==> src/rtl/mem_stage_ctrl.sv <==
// Memory-stage front end for the direct-mapped cache: one request per instruction, stall, timeout, perf counters.
// Optional build macro MEM_ALIGN_CHECK_EN: reject odd-address requests in IDLE with an error pulse.
//
// state | meaning
// IDLE  | waiting for a load/store from the memory stage
// REQ   | one-cycle read/write strobe to the cache controller
// WAIT  | waiting for fs_done / fs_err, timeout counter running
// DONE  | result valid, pipeline released for one cycle
module mem_stage_ctrl #(
    parameter int unsigned TIMEOUT = 63
) (
    input  logic        clk,
    input  logic        rst,
    input  logic [15:0] p_addr,
    input  logic [15:0] p_data_in,
    input  logic        p_rd,
    input  logic        p_wr,
    output logic [15:0] p_data_out,
    output logic        p_stall,
    output logic        p_hit,
    output logic        p_err,
    output logic [15:0] c_addr,
    output logic [15:0] c_data_in,
    output logic        c_read,
    output logic        c_write,
    input  logic [15:0] fs_data_out,
    input  logic        fs_done,
    input  logic        fs_cachehit,
    input  logic        fs_err,
    output logic [15:0] acc_cnt,
    output logic [15:0] hit_cnt
);

    typedef enum logic [1:0] {
        IDLE = 2'b00,
        REQ  = 2'b01,
        WAIT = 2'b10,
        DONE = 2'b11
    } state_t;

    localparam logic [5:0] TMO_LAST = 6'(TIMEOUT - 1);

    state_t      state_q, state_d;
    logic [15:0] addr_q, data_q, dout_q, acc_q, hitc_q;
    logic        op_wr_q, hit_q;
    logic [5:0]  tmo_q;
    logic        misalign, accept, finish, tmo_hit;

    assign c_addr     = addr_q;
    assign c_data_in  = data_q;
    assign p_data_out = dout_q;
    assign p_hit      = hit_q;
    assign acc_cnt    = acc_q;
    assign hit_cnt    = hitc_q;
    assign tmo_hit    = (tmo_q == TMO_LAST);

`ifdef MEM_ALIGN_CHECK_EN
    assign misalign = p_addr[0];
`else
    assign misalign = 1'b0;
`endif

    always_comb begin
        state_d = state_q;
        p_stall = 1'b0;
        p_err   = 1'b0;
        c_read  = 1'b0;
        c_write = 1'b0;
        accept  = 1'b0;
        finish  = 1'b0;
        case (state_q)
            IDLE: begin
                if (p_rd && p_wr) begin
                    p_err = 1'b1;
                end else if (p_rd ^ p_wr) begin
                    if (misalign) begin
                        p_err = 1'b1;
                    end else begin
                        p_stall = 1'b1;
                        accept  = 1'b1;
                        state_d = REQ;
                    end
                end
            end
            REQ: begin
                p_stall = 1'b1;
                c_read  = ~op_wr_q;
                c_write = op_wr_q;
                state_d = WAIT;
            end
            WAIT: begin
                // error aborts take priority over completion; stall drops so the pipeline sees p_err
                if (fs_err) begin
                    p_err   = 1'b1;
                    state_d = IDLE;
                end else if (fs_done) begin
                    p_stall = 1'b1;
                    finish  = 1'b1;
                    state_d = DONE;
                end else if (tmo_hit) begin
                    p_err   = 1'b1;
                    state_d = IDLE;
                end else begin
                    p_stall = 1'b1;
                end
            end
            DONE: begin
                state_d = IDLE;
            end
            default: begin
                state_d = IDLE;
            end
        endcase
    end

    always_ff @(posedge clk) begin
        if (rst) begin
            state_q <= IDLE;
            addr_q  <= 16'h0000;
            data_q  <= 16'h0000;
            op_wr_q <= 1'b0;
            tmo_q   <= 6'd0;
            dout_q  <= 16'h0000;
            hit_q   <= 1'b0;
            acc_q   <= 16'h0000;
            hitc_q  <= 16'h0000;
        end else begin
            state_q <= state_d;
            if (accept) begin
                addr_q  <= p_addr;
                data_q  <= p_data_in;
                op_wr_q <= p_wr;
            end
            if (state_q == REQ) begin
                tmo_q <= 6'd0;
            end else if (state_q == WAIT && !fs_err && !fs_done && !tmo_hit) begin
                tmo_q <= tmo_q + 6'd1;
            end
            // counters advance on entry to DONE so they read updated during the DONE cycle
            if (finish) begin
                if (!op_wr_q) begin
                    dout_q <= fs_data_out;
                end
                hit_q <= fs_cachehit;
                if (acc_q != 16'hFFFF) begin
                    acc_q <= acc_q + 16'd1;
                end
                if (fs_cachehit && hitc_q != 16'hFFFF) begin
                    hitc_q <= hitc_q + 16'd1;
                end
            end
        end
    end

endmodule
==> config.mk <==
export PLATFORM = sky130hd
export DESIGN_NAME = mem_stage_ctrl
export DESIGN_NICKNAME = d
export VERILOG_FILES = /design/src/rtl/mem_stage_ctrl.sv
export SDC_FILE = /design/constraint.sdc
export NUM_CORES = 1
export LEC_CHECK = 0
export ABC_AREA = 1
export CAP_MARGIN = 30
export CORE_MARGIN = 8
export CORE_UTILIZATION = 42
export CTS_CLUSTER_DIAMETER = 80
export DETAILED_ROUTE_END_ITERATION = 8
export GPL_ROUTABILITY_DRIVEN = 0
export PLACE_DENSITY = 0.86
export SETUP_SLACK_MARGIN = 0.2
export SYNTH_ARGS = -nofsm -noshare
export SYNTH_HDL_FRONTEND = slang
export SYNTH_SLANG_ARGS = --single-unit
==> constraint.sdc <==
create_clock -name clk -period 1.8 [get_ports clk]
set_clock_uncertainty 0.2 [all_clocks]
set_input_delay 0.36 -clock clk [delete_from_list [all_inputs] [get_ports clk]]
set_output_delay 0.36 -clock clk [all_outputs]
set_load 0.03 [all_outputs]
==> flow_summary.yaml, run 1 <==
grt:
  grt_pass1_wl_mm: 21.20
  grt_use_met2: 0.3393
  grt-busiest-layer: "met2"
  grt_overflow: 0
  grt_pass1_vias: 4509
  grt_max_degree: 45
  grt_usage: 0.1953
  grt_use_met3: 0.08107
  antenna_found_initial: 0
  gr-usage-met1: 0.2056
place:
  port_buffers: 139
  placed_cells: 882
  place_area_um2: 6060
  dp_hpwl_mm: 9.638
sta:
  fin_ws_ps: -251.8
  worst_pin_slew_ps: 346.3
  finalSetupViolCount: 12
  finalCriticalPeriod_ps: 2052
  hold_violations: 0
  drv_slew: 0
  slew_headroom: 0.7674
  max_freq_mhz: 487.4
  tns_ps: -1852
  grt_setup_unrepaired: "yes"
  period_share: 1.140
flow_run:
  cap_viol_max_count: 0
clock_tree:
  cts_tree: "yes"
  postCtsHoldBufs: 0
  htreeDepth: 3
  clock_sinks: 90
  cts_buffer_depth: 2
  clock-root-buffer: "clkbuf_8"
  worstSkewPairLatency_ps: 350
  clk_pin_slew_ps: 80
  cts-buffers-inserted: 9
synthesis:
  synthXorXnorAreaFrac: 0.02046
  synth_top_family_by_area: "simple AND/OR/NAND/NOR gates"
  seq_area_frac_synth: 0.4208
  synth_seq_cells: 90
  synth_fp_nets: 664
  synth-compound-area-share: 0.1113
  syn_area_um2: 4282
  synth-adder-area-share: 0.01461
  synth-simple-area-share: 0.3530
  ys.warnings.count: 0
  ys_types: 35
  synthMuxAreaShare: 0
  synthCells: 604
  avgSynthCellArea_um2: 7.089
critical_path:
  crit_required_ps: 1240
  crit_type: "reg2out"
  path_max_fanout: 2
  reg2regPathDepth: 13
  cp-start-kind: "register"
  crit_chain: "inv_2 > ha_4 > nand4_1 > nand2_2 > nand4_1 > buf_12"
  critPathMostFrequentCell: "nand4_1"
  critPathArrivalTime_ps: 1490
  endpoint_kind: "output pin"
  slowest_stage: "dfxtp_2"
  cpPeakStageDelay_ps: 330
min_path:
  min_path_cells: 2
  hp-class: "reg2reg"
final_layout:
  layout-drive-gt1-share: 0.4343
  final_common_cell: "nor2_1"
  diodes: 0
  syn_to_final_growth_pct: 65.40
  final_area_um2: 7082
  final_cells: 935
  most-common-layout-cells: "nor2_1 (105), nand2_1 (90), buf_2 (60), dfxtp_1 (55), clkdlybuf4s50_1 (50)"
  finalNetCount: 854
route:
  wirelength_mm: 15.06
  antenna_left: 0
  wl_per_cell_um: 16.11
  vias_per_cell: 5.080
  drt-pass1-iter-count: 4
  vias: 4750
  drt_iter0_drc: 266
  drc: 0
floorplan:
  rows: 37
  start_util: 0.4242
  io_pins: 140
  dieWidth_um: 117.0
  die_y_um: 117.0
  dieArea_um2: 13680
  core_um2: 10090
pwr:
  p_per_area_nw_per_um2: 724.1
  vdd_drop_max_mv: 0.6247
  power_w: 0.005128
  p_leak_nw: 3.064
status:
  violations: "setup timing"
  outcome: "finished with violations"
[worst max-delay path: cells and delay by family, from the launching register on]
family                   cells  cell delay [ps]
buffers and inverters        2              260
flip-flops                   1              330
AND/OR/NAND/NOR              3              440
adder cells (fa/ha/maj)      1              110
[registers in the layout (all words and copies together), names as in the netlist]
register,count
c_addr,16
p_hit,1
acc_cnt,16
state_q,2
op_wr_q,1
c_data_in,16
tmo_q,6
p_data_out,16
hit_cnt,16
[per-layer routing]
| metal | share of wire | wire, um | vias to the layer above |
|---|---|---|---|
| met5 | 0 | 0 | - |
| met4 | 0.027 | 401 | 0 |
| met3 | 0.093 | 1403 | 33 |
| met2 | 0.50 | 7460 | 189 |
| met1 | 0.38 | 5794 | 2218 |
| li1 | - | - | 2310 |
[synth_stat cells]
cell | n | area share
nor2_1 | 135 | 0.12
nand2_1 | 123 | 0.11
dfxtp_1 | 90 | 0.42
inv_1 | 44 | 0.039
nand3_1 | 43 | 0.050
o21ai_0 | 41 | 0.048
a21oi_1 | 33 | 0.039
nand2_2 | 14 | 0.020
a21oi_2 | 10 | 0.020
clkbuf_1 | 10 | 0.0088
nand4_1 | 8 | 0.012
xor2_1 | 6 | 0.012
ha_1 | 5 | 0.015
nand2_4 | 5 | 0.013
nor2_4 | 5 | 0.013
buf_2 | 4 | 0.0047
xnor2_1 | 4 | 0.0082
nor3_1 | 3 | 0.0035
buf_12 | 2 | 0.0094
buf_4 | 2 | 0.0035
clkbuf_8 | 2 | 0.0064
nor2_2 | 2 | 0.0029
a31oi_1 | 1 | 0.0015
and2_1 | 1 | 0.0015
buf_1 | 1 | 0.00088
clkinv_1 | 1 | 0.00088
clkinv_4 | 1 | 0.0020
clkinv_8 | 1 | 0.0038
inv_2 | 1 | 0.00088
nand3_2 | 1 | 0.0023
nand3b_1 | 1 | 0.0018
nor2_8 | 1 | 0.0047
o211ai_1 | 1 | 0.0018
o21ai_1 | 1 | 0.0012
or2_2 | 1 | 0.0015
[stage by stage]
| stage | util | hold WS, ps | setup slack [ps] |
|---|---|---|---|
| floorplan | - | 271.0 | 104.7 |
| global placement | 0.6004 | 247.3 | -264.7 |
| detailed placement | 0.6004 | 252.4 | -322.8 |
| CTS | 0.6457 | 264.6 | -270.0 |
| global route | 0.7017 | 288.9 | -332.8 |
| finish | 0.7017 | 269.3 | -251.8 |
[where the power goes]
group | internal [W] | leakage (nW) | switching (W)
combinational | 0.000623 | 2.20 | 0.000822
clock | 0.000806 | 0.109 | 0.000674
sequential | 0.00211 | 0.757 | 0.0000936
[repair_timing]
item	in CTS	in global routing
gates resized for setup	373	232
gates cloned	1	4
setup buffers	18	14
pin swaps	22	57
setup endpoints to repair	159	126
[logic make-up (layout without fill, tap and decap cells)]
group                    count (synthesis)  after routing
AND/OR/NAND/NOR                        343            344
flip-flops                              90             90
AO/OA/AOI/OAI                           87             87
buffers and inverters                   69            263
XOR/XNOR                                10             10
adder cells (fa/ha/maj)                  5              5
[final timing paths]
kind                       start              to  slack (ps)
setup reg to reg        tmo_q[0]        tmo_q[0]        -170
hold / removal    p_data_out[13]  p_data_out[13]         270
hold reg to reg   p_data_out[13]  p_data_out[13]         270
setup / recovery        tmo_q[0]         p_stall        -250
[cell type report]
| type | count | area (um2) |
|---|---|---|
| well taps | 136 | 170.2 |
| repair buffers | 199 | 1819 |
| inverters | 48 | 225.2 |
| flip-flops and latches | 90 | 1896 |
| clock buffers | 15 | 187.7 |
| multi-input cells | 446 | 2754 |
| clock inverters | 1 | 30.03 |
| fillers | 809 | 3010 |
Power figures use the tool's default switching activity.
==> run 2: changes to the inputs <==
Settings changed: REMOVE_ABC_BUFFERS set to 1.
==> run 2 against run 1 <==
The flow still finishes with violations (setup timing); sequential cell count is the same; sequential share of layout area rose by 0.29 points; final area fell by 2.2%; cell count up 1.2%; setup slack better by 110 ps; total power down 3.3%; largest cell class unchanged; highest routed layer unchanged.
==> flow_summary.yaml, run 2 (same netlist as run 1, synthesis figures left out) <==
flow_run:
  cap_viol_max_count: 0
sta:
  fin_ws_ps: -140.3
  max_freq_mhz: 515.4
  tns_ps: -260.3
  worst_pin_slew_ps: 296.6
  drv_slew: 0
  finalSetupViolCount: 4
  period_share: 1.078
  hold_violations: 0
  finalCriticalPeriod_ps: 1940
  slew_headroom: 0.8015
  grt_setup_unrepaired: "yes"
final_layout:
  most-common-layout-cells: "nor2_1 (107), nand2_1 (100), dfxtp_1 (57), buf_2 (56)"
  final_util: 0.6860
  layout-drive-gt1-share: 0.4160
  diodes: 0
  final_cells: 946
  finalNetCount: 865
  final.fill_count: 786
  syn_to_final_growth_pct: 61.69
  final_common_cell: "nor2_1"
route:
  drt_iter0_drc: 423
  vias_per_cell: 5.022
  drt-pass1-iter-count: 6
  wirelength_mm: 14.77
  antenna_left: 0
  routed.top_layer: "met4"
  wl_met3_mm: 1.116
  wl_met1_mm: 5.638
  wl_per_cell_um: 15.61
  vias: 4751
  route.met2.wl_mm: 7.702
  drc: 0
place:
  port_buffers: 139
  dp_hpwl_mm: 9.225
  pre_cts_slack_ps: -279.9
  placed_cells: 905
pwr:
  power_w: 0.004957
  p_leak_nw: 2.936
  vdd_drop_max_mv: 0.4675
  p_per_area_nw_per_um2: 716.0
clock_tree:
  clk_pin_slew_ps: 90
  worstSkewPairLatency_ps: 350
  cts_tree: "yes"
  clock_sinks: 90
  cts_buffer_depth: 2
  htreeDepth: 3
  cts-buffers-inserted: 9
  clock-root-buffer: "clkbuf_8"
critical_path:
  reg2regPathDepth: 8
  endpoint_kind: "output pin"
  crit_type: "reg2out"
  crit_required_ps: 1240
  critPathArrivalTime_ps: 1380
  cp-start-kind: "register"
  path_max_fanout: 2
status:
  violations: "setup timing"
  outcome: "finished with violations"
floorplan:
  dieWidth_um: 117.0
  start_util: 0.4242
  die_y_um: 117.0
  io_pins: 140
  rows: 37
  core_um2: 10090
  dieArea_um2: 13680
min_path:
  hp-class: "reg2reg"
  min_path_cells: 2
grt:
  grt_overflow: 0
  grt_usage: 0.1899
  antenna_found_initial: 0
  grt_pass1_wl_mm: 20.74
  grt_pass1_vias: 4388
  grt_max_degree: 33
run 2: where the power goes:
group	switching, W	total [W]	internal (W)
Clock	0.000729	0.00152	0.000789
Sequential	0.0000826	0.00220	0.00212
Combinational	0.000747	0.00124	0.000488
run 2: layout make-up:
class	count	area, um2	area share
Multi-Input combinational cell	447	2631	0.3801
Sequential cell	90	1873	0.2706
Timing Repair Buffer	209	1817	0.2624
Inverter	48	220.2	0.03181
Tap cell	136	170.2	0.02458
Clock buffer	12	135.1	0.01952
Clock inverter	4	76.32	0.01102
run 2: through the flow:
stage / hold WS, ps / cell area (um2)
4_1_cts: 269.5 / 6497
3_5_place_dp: 256.0 / 6130
2_1_floorplan: 222.4 / 4138
5_1_grt: 293.9 / 6923
6_report: 263.6 / 6923
3_3_place_gp: 248.1 / 6130
run 2: timing repair:
action	in CTS	in global routing
gates resized for setup	368	224
pin swaps	15	74
hold buffers	0	0
buffers inserted	9	13
cloned	1	2
setup endpoints to repair	173	130
endpoints found under the hold margin	0	0
run 2: routing by layer:
layer  up-vias  global-route usage
met5         -                   0
met4         0             0.05973
met3        34             0.06414
met2       193              0.3382
met1      2198              0.2081
li1       2326                   -
run 2: path summary, 6_finish.rpt:
check / startpoint / endpoint / slack (ps)
max: tmo_q[0] / p_err / -140
min: p_data_out[11] / p_data_out[11] / 260
max reg2reg: acc_cnt[13] / acc_cnt[2] / 80
min reg2reg: p_data_out[11] / p_data_out[11] / 260
run 2: worst max-delay path, stage by stage, from the launching register on:
cell and delay, ps:
dfxtp_2 330, inv_2 70, ha_4 130, nand4_1 100, o21ai_1 140, nand2_1 70, nand2_1 70, buf_6 130
